## src/rtl/sregn_skid.sv

```systemverilog
// Two-entry skid buffer: main register drives o0, skid register absorbs one extra word so
// that i_ready can be registered. Optional synchronous flush when PICO_SKID_FLUSH_EN is defined.
module sregn_skid #(
  parameter int unsigned width = 32
) (
  input  logic             clk,
  input  logic             reset,
`ifdef PICO_SKID_FLUSH_EN
  input  logic             flush,
`endif
  input  logic             i_valid,
  output logic             i_ready,
  input  logic [width-1:0] i0,
  output logic             o_valid,
  input  logic             o_ready,
  output logic [width-1:0] o0,
  output logic [1:0]       count
);

  typedef enum logic [1:0] {
    StEmpty = 2'd0,
    StOne   = 2'd1,
    StFull  = 2'd2
  } state_e;

  state_e           state_q, state_d;
  logic             i_ready_q;
  logic [width-1:0] main_q, skid_q;
  logic             accept, pop, flush_req;
  logic             load_main, main_from_skid, load_skid;

`ifdef PICO_SKID_FLUSH_EN
  assign flush_req = flush;
`else
  assign flush_req = 1'b0;
`endif

  assign accept  = i_valid & i_ready_q;
  assign pop     = o_valid & o_ready;
  assign o_valid = (state_q != StEmpty);
  assign i_ready = i_ready_q;
  assign o0      = main_q;
  assign count   = state_q;

  always_comb begin
    state_d        = state_q;
    load_main      = 1'b0;
    main_from_skid = 1'b0;
    load_skid      = 1'b0;
    unique case (state_q)
      StEmpty: begin
        if (accept) begin
          state_d   = StOne;
          load_main = 1'b1;
        end
      end
      StOne: begin
        if (accept && !pop) begin
          state_d   = StFull;
          load_skid = 1'b1;
        end else if (pop && !accept) begin
          state_d = StEmpty;
        end else if (pop && accept) begin
          load_main = 1'b1;
        end
      end
      StFull: begin
        if (pop) begin
          state_d        = StOne;
          load_main      = 1'b1;
          main_from_skid = 1'b1;
        end
      end
      default: state_d = StEmpty;
    endcase
    // Flush wins over any simultaneous transfer; the incoming word is dropped.
    if (flush_req) begin
      state_d   = StEmpty;
      load_main = 1'b0;
      load_skid = 1'b0;
    end
  end

  always_ff @(posedge clk or negedge reset) begin
    if (!reset) begin
      state_q   <= StEmpty;
      i_ready_q <= 1'b0;
    end else begin
      state_q   <= state_d;
      i_ready_q <= (state_d != StFull);
    end
  end

  // Data registers are deliberately unreset; o0 is only meaningful while o_valid is high.
  always_ff @(posedge clk) begin
    if (load_main) main_q <= main_from_skid ? skid_q : i0;
    if (load_skid) skid_q <= i0;
  end

endmodule

```

## config.mk

```make
export PLATFORM = sky130hd
export DESIGN_NAME = sregn_skid
export DESIGN_NICKNAME = d
export VERILOG_FILES = /design/src/rtl/sregn_skid.sv
export SDC_FILE = /design/constraint.sdc
export NUM_CORES = 1
export LEC_CHECK = 0
export BUFFER_PORTS_ARGS = -buffer_cell sky130_fd_sc_hd__buf_4
export CORE_MARGIN = 3
export CORE_UTILIZATION = 50
export DETAILED_ROUTE_END_ITERATION = 16
export PLACE_DENSITY_LB_ADDON = 0.25
export SYNTH_ARGS = -nofsm -noshare
export SYNTH_HDL_FRONTEND = slang
export SYNTH_SLANG_ARGS = --single-unit
```

## constraint.sdc

```tcl
create_clock -name clk -period 2.6 [get_ports clk]
set_input_delay 0.26 -clock clk [delete_from_list [all_inputs] [get_ports clk]]
set_output_delay 0.26 -clock clk [all_outputs]
set_load 0.01 [all_outputs]
```

==> impl_metrics.yaml <==
outcome:
  status: "finished, final reports clean"
global_route:
  grt_pass1_vias: 1459
  grt_pass1_wl_um: 7200
  grt-ovfl-total: 0
  antenna_found_initial: 0
  grt_max_degree: 23
  grt.total_usage: 0.160
power:
  power_density_nw_per_um2: 907
  vdd_drop_max_uv: 715
  leakage_uw: 0.00146
  p_total_uw: 3120
synth:
  synthAdderAreaFrac: 0
  synth_cell_type_count: 15
  syn_area_um2: 2600
  synth_compound_area_frac: 0.00962
  synth_warnings: 0
  ys_seq_elements: 67
  synth_top_family_by_area: "multiplexers"
  syn_inst: 117
  synth_simple_gate_area_frac: 0.0241
  synth_mux_area_frac: 0.184
  ys_seq_area_frac: 0.768
  syn_avg_cell_area_um2: 22.2
  synth-xor-area-share: 0
  synth_nets: 153
drt:
  drt_iter0_drc: 62
  wirelength_um: 4500
  wl_per_cell_um: 16.6
  drc: 0
  first_pass_iters: 4
  final_antenna_net_count: 0
  vias_per_cell: 4.85
  vias: 1318
timing:
  layout_setup_ws_ps: 833
  max_freq_mhz: 566
  tns_ps: 0
  holdWs_ps: 123
  hold_viol: 0
  worst-slew-pin-transition_ps: 459
  period_needed_ps: 1770
  skew_ps: 5.67
  fin_crit_sh: 0.680
  slew_violations: 0
  maxSlewHeadroom: 0.694
  rsz0062_at_grt: "no"
  setup_viol: 0
placement:
  post-place-cells: 256
  place_hpwl_um: 3280
  pre_cts_slack_ps: 824
  port_buffers: 71
  place.gp.congestion: 0.718
critical_path:
  critPathMaxStageDelay_ps: 420
  path_delay_family: "flip-flops"
  setup.worst_path.start: "count[0]"
  criticalPathCategory: "reg -> reg"
  cp_slowest_cell: "dfrtp_1"
  start_kind: "flip-flop"
  cp.arrival_ps: 1840
  r2r_cells: 3
  path_cells: "nand3b_4, buf_4, mux2_2"
  crit_required_ps: 2680
  crit_buf_inv: 1
  crit_fanout: 18
  ff2ff_setup_slack_ps: 830
  endpoint_kind: "flip-flop"
  regToRegStartpoint: "count[0]"
  worstReg2RegEnd: "o0[31]"
final_layout:
  final_common_cell: "buf_4"
  fillers: 339
  area_delta_synth_final_pct: 32.1
  stdcell_count: 272
  layout_common_cells: "buf_4 (74), edfxtp_1 (64), mux2_4 (29)"
  num-nets-final: 237
  drive_gt1_frac: 0.585
  num_antenna_cells: 0
floorplanning:
  rows: 25
  ios: 72
  die_x_um: 78.1
  start_util: 0.533
  fp.dieH_um: 78.1
  dieArea_um2: 6100
  core_um2: 4880
flow_run:
  cap_viol_max_count: 0
clock_tree:
  cts_hold_buf: 1
  cts_buffers: 9
  insertion_delay_ps: 320
  cts_setup_buffers: 0
  htreeDepth: 3
  cts_sinks: 67
  cts_tree: "done"
  cts_buffer_depth: 2
  clkTransAtPathRegs_ps: 70
  cts-resized-gates: 0
  root_buffer: "clkbuf_8"
min_path:
  hold_path.startpoint: "i0[8]"
  min_to: "skid_q[8]"
  whs_path_depth: 1
  min_path_type: "in -> reg"
==> synth_stat cells <==
master	n	area share
and3b_1	1	0.0034
buf_6	3	0.013
dfrtp_1	3	0.029
edfxtp_1	64	0.74
inv_1	1	0.0014
mux2_2	3	0.013
mux2_4	29	0.17
mux2i_1	1	0.0038
nand2_1	4	0.0058
nand2b_1	1	0.0024
nand3b_4	1	0.0077
nor2b_1	1	0.0024
o21a_1	2	0.0058
o21ai_0	2	0.0038
or2_2	1	0.0024
==> state kept, by name (all words and copies together) (netlist names) <==
name,cells
count,2
i_ready,1
o0,32
skid_q,32
==> worst register-to-register path, delay by kind of cell, from the launching register on <==
kind,cells,cell delay [ps]
buf+inv,1,380
flops,1,420
mux,1,380
simple gates,1,350
==> metrics by stage <==
| step | util | area, um2 |
|---|---|---|
| floorplan | - | 2600 |
| global placement | 0.661 | 3230 |
| detailed placement | 0.661 | 3230 |
| CTS | 0.704 | 3440 |
| global route | 0.704 | 3440 |
| finish | 0.704 | 3440 |
==> where the power goes <==
group	switching [uW]	internal [uW]
Clock	347	533
Combinational	338	362
Sequential	76.2	1460
==> cells by family (layout without fill, tap and decap cells) <==
logic type / after synthesis / in the layout
flops: 67 / 67
mux: 33 / 33
compound gates: 4 / 4
simple gates: 9 / 9
buf+inv: 4 / 92
==> worst max-delay path by stage <==
stage                  end  slack, ps  cells after the start
floorplan            o0[0]        540                      3
global placement     o0[0]        900                      3
detailed placement  o0[31]        820                      3
CTS                 o0[31]        810                      3
global route        o0[31]        740                      3
finish              o0[31]        830                      3
==> layer usage <==
metal / part of all wire / vias to the layer above / wire, um / global-route usage
met5: 0 / - / 0 / 0
met4: 0.0053 / 0 / 24 / 0.0629
met3: 0.063 / 2 / 284 / 0.0619
met2: 0.55 / 45 / 2500 / 0.282
met1: 0.38 / 648 / 1700 / 0.172
li1: - / 623 / - / -
==> cell type report <==
type / count / area [um2] / area share
clock inverter: 3 / 63.8 / 0.0186
tap: 67 / 83.8 / 0.0244
timing repair buffer: 76 / 586 / 0.170
inverter: 1 / 3.75 / 0.00109
multi-input combinational: 46 / 567 / 0.165
clock buffer: 12 / 135 / 0.0393
sequential: 67 / 2000 / 0.581
(Power assumes the default switching activity.)
